## src/rtl/apb_uart_pkg.sv

```systemverilog
// Shared constants for the APB UART register file: register indices,
// CTRL/STATUS bit positions and the APB slave sequencing states.
package apb_uart_pkg;

    localparam int unsigned REG_BAUD   = 0;
    localparam int unsigned REG_CTRL   = 1;
    localparam int unsigned REG_TXDATA = 2;
    localparam int unsigned REG_RXDATA = 3;
    localparam int unsigned REG_STATUS = 4;
    localparam int unsigned NUM_REGS   = 5;

    localparam int unsigned CTRL_TXIE = 0;
    localparam int unsigned CTRL_RXIE = 1;
    localparam int unsigned CTRL_RXEN = 2;

    localparam int unsigned STAT_TXRDY = 0;
    localparam int unsigned STAT_RXRDY = 1;
    localparam int unsigned STAT_OVR   = 2;

    typedef enum logic [1:0] {
        S_IDLE,
        S_SETUP,
        S_ACCESS
    } apb_state_t;

endpackage

```

## src/rtl/apb_uart_regfile_if.sv

```systemverilog
// APB3 bus bundle between the interconnect (master) and the UART register file (slave).
interface apb_uart_regfile_if #(
    parameter int unsigned DATA_W = 8,
    parameter int unsigned ADDR_W = 3
);
    logic              psel;
    logic              penable;
    logic              pwrite;
    logic [ADDR_W-1:0] paddr;
    logic [DATA_W-1:0] pwdata;
    logic [DATA_W-1:0] prdata;
    logic              pready;
    logic              pslverr;

    modport master (
        output psel, penable, pwrite, paddr, pwdata,
        input  prdata, pready, pslverr
    );

    modport slave (
        input  psel, penable, pwrite, paddr, pwdata,
        output prdata, pready, pslverr
    );
endinterface

```

## src/rtl/apb_slave_fsm.sv

```systemverilog
// APB slave phase sequencer: IDLE/SETUP/ACCESS with a wait-state counter.
// done marks the single cycle on which register side effects may happen.
module apb_slave_fsm
    import apb_uart_pkg::*;
#(
    parameter int unsigned WAIT_STATES = 0
) (
    input  logic pclk,
    input  logic presetn,
    input  logic psel,
    input  logic penable,
    output logic pready,
    output logic done
);
    localparam logic [2:0] WS = 3'(WAIT_STATES);

    apb_state_t state;
    logic [2:0] cnt;

    always_ff @(posedge pclk or negedge presetn) begin
        if (!presetn) begin
            state <= S_IDLE;
            cnt   <= '0;
        end else begin
            case (state)
                S_IDLE: begin
                    if (psel && !penable) state <= S_SETUP;
                end
                S_SETUP: begin
                    if (!psel) begin
                        state <= S_IDLE;
                    end else begin
                        state <= S_ACCESS;
                        cnt   <= WS;
                    end
                end
                S_ACCESS: begin
                    if (!psel || cnt == '0) state <= S_IDLE;
                    else                    cnt   <= cnt - 3'd1;
                end
                default: state <= S_IDLE;
            endcase
        end
    end

    assign pready = (state == S_ACCESS) && (cnt == '0);
    // A dropped psel abandons the transfer, so it never counts as completed.
    assign done   = pready && psel;

endmodule

```

## src/rtl/apb_uart_regfile.sv

```systemverilog
// APB3 register file for the UART core: baud divisor, control, TX launch,
// single-byte RX holding register and status with sticky overrun.
module apb_uart_regfile
    import apb_uart_pkg::*;
#(
    parameter int unsigned       DATA_W      = 8,
    parameter int unsigned       ADDR_W      = 3,
    parameter int unsigned       WAIT_STATES = 0,
    parameter logic [DATA_W-1:0] BAUD_RST    = DATA_W'(8'h1A)
) (
    input  logic                pclk,
    input  logic                presetn,
    apb_uart_regfile_if.slave   apb,
    output logic [DATA_W-1:0]   baud_val,
    output logic [7:0]          tx_data,
    output logic                tx_wr,
    input  logic                tx_full,
    input  logic [7:0]          rx_data,
    input  logic                rx_valid,
    output logic                irq
);
    logic              done;
    logic              err;
    logic [31:0]       idx;
    logic [DATA_W-1:0] rd_val;
    logic [2:0]        ctrl;
    logic [7:0]        rx_hold;
    logic              rx_full;
    logic              ovr;
    logic              wr_ok;
    logic              rd_pop;
    logic              rx_cap;
    logic              ovr_set;
    logic              ovr_clr;

    apb_slave_fsm #(.WAIT_STATES(WAIT_STATES)) u_fsm (
        .pclk    (pclk),
        .presetn (presetn),
        .psel    (apb.psel),
        .penable (apb.penable),
        .pready  (apb.pready),
        .done    (done)
    );

    assign idx = 32'(apb.paddr);

    always_comb begin
        err = 1'b0;
        if (idx >= NUM_REGS)                                 err = 1'b1;
        else if (apb.pwrite && idx == REG_RXDATA)            err = 1'b1;
        else if (apb.pwrite && idx == REG_TXDATA && tx_full) err = 1'b1;
    end

    always_comb begin
        rd_val = '0;
        case (idx)
            REG_BAUD:   rd_val = baud_val;
            REG_CTRL:   rd_val = DATA_W'(ctrl);
            REG_RXDATA: rd_val = DATA_W'(rx_hold);
            REG_STATUS: rd_val = DATA_W'({ovr, rx_full, !tx_full});
            default:    rd_val = '0;
        endcase
    end

    assign apb.pslverr = done && err;
    assign wr_ok   = done && apb.pwrite && !err;
    assign rd_pop  = done && !apb.pwrite && idx == REG_RXDATA;
    assign rx_cap  = rx_valid && ctrl[CTRL_RXEN];
    // A pop on the capture cycle makes room for the new byte, so no overrun.
    assign ovr_set = rx_cap && rx_full && !rd_pop;
    assign ovr_clr = wr_ok && idx == REG_STATUS && apb.pwdata[STAT_OVR];

    always_ff @(posedge pclk or negedge presetn) begin
        if (!presetn) begin
            apb.prdata <= '0;
            baud_val   <= BAUD_RST;
            ctrl       <= '0;
            tx_data    <= '0;
            tx_wr      <= 1'b0;
            rx_hold    <= '0;
            rx_full    <= 1'b0;
            ovr        <= 1'b0;
            irq        <= 1'b0;
        end else begin
            tx_wr <= 1'b0;
            if (done && !apb.pwrite) apb.prdata <= rd_val;
            if (wr_ok) begin
                case (idx)
                    REG_BAUD: baud_val <= apb.pwdata;
                    REG_CTRL: ctrl     <= apb.pwdata[2:0];
                    REG_TXDATA: begin
                        tx_data <= apb.pwdata[7:0];
                        tx_wr   <= 1'b1;
                    end
                    default: ;
                endcase
            end
            if (rx_cap) begin
                rx_hold <= rx_data;
                rx_full <= 1'b1;
            end else if (rd_pop) begin
                rx_full <= 1'b0;
            end
            ovr <= ovr_set || (ovr && !ovr_clr);
            irq <= (ctrl[CTRL_TXIE] && !tx_full) || (ctrl[CTRL_RXIE] && rx_full) || ovr;
        end
    end

endmodule
```

## src/flat_wrapper.sv

```systemverilog
// flat-port wrapper written by rule: the top's interface ports become plain ports
module apb_uart_regfile_flat import apb_uart_pkg::*;
#(
    parameter int unsigned       DATA_W      = 8,
    parameter int unsigned       ADDR_W      = 3,
    parameter int unsigned       WAIT_STATES = 0,
    parameter logic [DATA_W-1:0] BAUD_RST    = DATA_W'(8'h1A)
)
  (pclk, presetn, baud_val, tx_data, tx_wr, tx_full, rx_data, rx_valid, irq, apb_psel, apb_penable, apb_pwrite, apb_paddr, apb_pwdata, apb_prdata, apb_pready, apb_pslverr);
  apb_uart_regfile_if #(.DATA_W(DATA_W), .ADDR_W(ADDR_W)) apb_i ();
  input  logic pclk;
  input  logic presetn;
  output logic [DATA_W-1:0] baud_val;
  output logic [7:0] tx_data;
  output logic tx_wr;
  input  logic tx_full;
  input  logic [7:0] rx_data;
  input  logic rx_valid;
  output logic irq;
  input wire logic [$bits(apb_i.psel)-1:0] apb_psel;
  input wire logic [$bits(apb_i.penable)-1:0] apb_penable;
  input wire logic [$bits(apb_i.pwrite)-1:0] apb_pwrite;
  input wire logic [$bits(apb_i.paddr)-1:0] apb_paddr;
  input wire logic [$bits(apb_i.pwdata)-1:0] apb_pwdata;
  output wire logic [$bits(apb_i.prdata)-1:0] apb_prdata;
  output wire logic [$bits(apb_i.pready)-1:0] apb_pready;
  output wire logic [$bits(apb_i.pslverr)-1:0] apb_pslverr;
  assign apb_i.psel = apb_psel;
  assign apb_i.penable = apb_penable;
  assign apb_i.pwrite = apb_pwrite;
  assign apb_i.paddr = apb_paddr;
  assign apb_i.pwdata = apb_pwdata;
  assign apb_prdata = apb_i.prdata;
  assign apb_pready = apb_i.pready;
  assign apb_pslverr = apb_i.pslverr;
  apb_uart_regfile #(.DATA_W(DATA_W), .ADDR_W(ADDR_W), .WAIT_STATES(WAIT_STATES), .BAUD_RST(BAUD_RST)) u_core (.pclk(pclk), .presetn(presetn), .apb(apb_i), .baud_val(baud_val), .tx_data(tx_data), .tx_wr(tx_wr), .tx_full(tx_full), .rx_data(rx_data), .rx_valid(rx_valid), .irq(irq));
endmodule
```

## config.mk

```make
export PLATFORM = sky130hd
export DESIGN_NAME = apb_uart_regfile_flat
export DESIGN_NICKNAME = d
export VERILOG_FILES = /design/src/rtl/apb_uart_pkg.sv /design/src/rtl/apb_uart_regfile_if.sv /design/src/rtl/apb_slave_fsm.sv /design/src/rtl/apb_uart_regfile.sv /design/src/flat_wrapper.sv
export SDC_FILE = /design/constraint.sdc
export NUM_CORES = 1
export LEC_CHECK = 0
export ABC_CLOCK_PERIOD_IN_PS = 2200
export CAP_MARGIN = 30
export CORE_MARGIN = 10
export CORE_UTILIZATION = 35
export CTS_CLUSTER_DIAMETER = 80
export DETAILED_ROUTE_END_ITERATION = 6
export GPL_TIMING_DRIVEN = 0
export SYNTH_ARGS = -nofsm -noshare
export SYNTH_HDL_FRONTEND = slang
export SYNTH_SLANG_ARGS = --single-unit
```

## constraint.sdc

```tcl
create_clock -name pclk -period 2.2 [get_ports pclk]
set_input_delay 0.44 -clock pclk [delete_from_list [all_inputs] [get_ports pclk]]
set_output_delay 0.44 -clock pclk [all_outputs]
set_load 0.05 [all_outputs]
```

==> flow_summary_export.csv <==
group,metric,value,unit
power_and_ir_drop,peakVddDrop,0.0002560,V
floorplanning,start_util,35.80,%
cts,cts_htree_levels,2,
cts,cts_made_buffers,5,
worst_setup_path,start_kind,"flip-flop",
placement,place_congestion,0.8050,
grt,antenna_found_initial,0,
synth,ys_seq_area_share,56.39,%
placement,pre_cts_ws,-0.7648,ns
cells_and_area,drive_above_1_share,27.88,%
placement,dp_hpwl,3571,um
detailed_routing,vias,1429,
detailed_routing,antenna_left,0,
worst_setup_path,cp-end-kind,"flip-flop",
synth,synthesis.area,1959,sq um
detailed_routing,routed_wl,4800,um
worst_setup_path,crit_arrival,2.37,ns
detailed_routing,drc,0,
cells_and_area,fin_nets,253,
detailed_routing,topRoutingLayerUsed,"met4",
detailed_routing,first_pass_iters,4,
worst_setup_path,ff2ff_path_depth,8,
flow_run,max_cap_viol_count,0,
detailed_routing,drt-initial-drc-count,100,
floorplanning,row_count,27,
synth,syn-num-nets,186,
sta,skew,0.006409,ns
cts,numClockSinks,44,
cells_and_area,num_antenna_cells,0,
worst_setup_path,worstSetupPathType,"reg2reg",
sta,period_needed,2.194,ns
detailed_routing,wl_met3,335,um
cells_and_area,area_growth,43.29,%
detailed_routing,viasPerCell,4.795,
sta,finalMaxSlewViolations,0,
sta,fin_ws,0.006309,ns
floorplanning,ios,54,
sta,slew_headroom,60.46,%
grt,grtUsageTotal,10.94,%
cts,cts_root_buffer,"clkbuf_8",
worst_setup_path,r2r_start,"u_core.u_fsm.cnt[0]$_DFFE_PN0P_",
sta,finalCritPeriodShare,99.71,%
cts,cts.clk_slew.worst_paths,0.08,ns
worst_setup_path,r2r_end,"u_core.tx_data[1]$_DFFE_PN0P_",
worst_setup_path,r2r_setup_slack,0.006,ns
sta,finalSetupViolCount,0,
cells_and_area,final_cell_mix,"clkdlybuf4s50_1, dfrtp_1, mux2_2, nand2_1, a22oi_1",
worst_setup_path,cp_max_fo,5,
floorplanning,die_w,94.82,um
cts,hold_buffers,0,
sta,hold_viol_final,0,
synth,ys_warn_count,0,
status,status,"completed",
power_and_ir_drop,leakage,1.237,nW
sta,rsz0062_at_grt,"true",
detailed_routing,wl_per_cell,16.11,um
power_and_ir_drop,fin_total_pwr,1.845,mW
sta,finalSetupTns,0,ns
sta,timing.fmax,0.4559,GHz
floorplanning,die_h,94.82,um
detailed_routing,wl_met1,2221,um
grt,grt_pass1_vias,1504,
placement,portBuffers,52,
floorplanning,dieArea,8991,sq um
sta,max_slew.worst_pin.slew,0.5909,ns
floorplanning,core_area,5473,sq um
cts,clock_path_buffers,2,
sta,holdWs,0.1009,ns
cells_and_area,fillers,497,
hold_path,hold_path.class,"in2async",
synth,synth_seq_cells,44,
cells_and_area,final_common_cell,"clkdlybuf4s50_1",
synth,synth_cell_types,30,
detailed_routing,wl_met2,2202,um
worst_setup_path,cp.required,2.38,ns
cts,clock_latency,0.29,ns
synth,synthCells,158,
grt,grt_remaining_overflow,0,
grt,grt_max_degree,27,
cts,cts_tree,"yes",
power_and_ir_drop,p_per_area,657.1,nW/um^2
grt,grt_pass1_wl,7783,um
synth,avgSynthCellArea,12.40,sq um
worst max-delay path, stage by stage (launching register included):
cell and delay [ns]:
dfrtp_1 0.39, inv_1 0.06, ha_2 0.19, ha_4 0.15
and4b_2 0.29, nand3b_4 0.10, or4_4 0.45, buf_6 0.16
mux2_4 0.29
final cells by class:
| type | count | area, sq um | share of cell area (%) |
|---|---|---|---|
| Timing Repair Buffer | 61 | 614.3 | 21.88 |
| Clock buffer | 6 | 82.58 | 2.941 |
| Clock inverter | 2 | 10.01 | 0.3565 |
| Multi-Input combinational cell | 101 | 848.3 | 30.21 |
| Tap cell | 72 | 90.09 | 3.209 |
| Buffer | 5 | 31.28 | 1.114 |
| Sequential cell | 44 | 1105 | 39.35 |
| Inverter | 7 | 26.28 | 0.9358 |
sequential cells by signal (all words and copies together) (netlist names):
| name | count |
|---|---|
| u_core.rx_hold | 8 |
| u_core.irq | 1 |
| u_core.ctrl | 3 |
| u_core.u_fsm.state | 2 |
| u_core.ovr | 1 |
| u_core.tx_wr | 1 |
| u_core.apb.prdata | 8 |
| u_core.rx_full | 1 |
| u_core.baud_val | 8 |
| u_core.tx_data | 8 |
| u_core.u_fsm.cnt | 3 |
worst max path at each step:
stage	endpoint	startpoint
after floorplan	u_core.tx_data[0]$_DFFE_PN0P_	u_core.u_fsm.cnt[0]$_DFFE_PN0P_
after global placement	apb_pslverr	apb_paddr[2]
after detailed placement	apb_pslverr	apb_paddr[2]
after CTS	apb_pslverr	u_core.u_fsm.cnt[1]$_DFFE_PN0P_
after global routing	u_core.tx_data[2]$_DFFE_PN0P_	u_core.u_fsm.cnt[0]$_DFFE_PN0P_
final	u_core.tx_data[1]$_DFFE_PN0P_	u_core.u_fsm.cnt[0]$_DFFE_PN0P_
routing by layer:
metal  vias to the layer above  GRT usage [%]
met5                         -              0
met4                         0          3.367
met3                         4          3.965
met2                        35          17.05
met1                       685          13.85
li1                        705              -
through the flow:
step / utilization (%) / cells / area, sq um
5_1_grt: 51.30 / 298 / 2808
6_report: 51.30 / 298 / 2808
3_3_place_gp: 47.17 / 282 / 2581
3_5_place_dp: 47.44 / 283 / 2596
2_1_floorplan: - / 158 / 1971
4_1_cts: 50.50 / 296 / 2764
cells in the mapped netlist:
master    instances  area share, %
mux2_2           19             11
o21ai_0          10            2.6
o31ai_1           6            2.3
a221o_1           1           0.51
or4_1             1           0.38
or2b_1            1           0.38
and4b_2           1           0.57
a21o_1            1           0.38
nor4b_1           1           0.45
ha_1              2            1.3
mux2i_1           1           0.51
nor3_2            1           0.51
dfrtp_1          41             52
buf_6             1           0.57
nor2b_1           3           0.96
inv_1             7            1.3
a21oi_1           4            1.0
nand2_1          16            3.1
nand3b_2          1           0.57
and2_1            1           0.32
nand2b_1          1           0.32
clkbuf_1          5           0.96
mux2_4            8            6.1
dfstp_2           3            4.0
nand3_1           1           0.26
nor3_1            4            1.0
a22oi_1          11            4.2
nor3b_1           1           0.38
nor2_1            2           0.38
o22a_1            3            1.3
report_power, final:
| part | switching, mW | internal, mW |
|---|---|---|
| Sequential | 0.0620 | 0.903 |
| Combinational | 0.193 | 0.172 |
| Clock | 0.265 | 0.251 |
| Total | 0.519 | 1.33 |
kinds of logic after synthesis:
group	synth area share, %
DFF	56.39
buffers and inverters	2.874
AOI/OAI and AO/OA	12.32
adders and majority gates	1.277
and+or+nand+nor	9.580
muxes	17.56
timing repair:
item / CTS / global route
gates resized for setup: 18 / 7
gates cloned: 1 / 0
setup endpoints to repair: 24 / 28
buffers inserted: 4 / 3
pin swaps: 3 / 1
endpoints found under the hold margin: 0 / 0
Power figures use the tool's default switching activity.
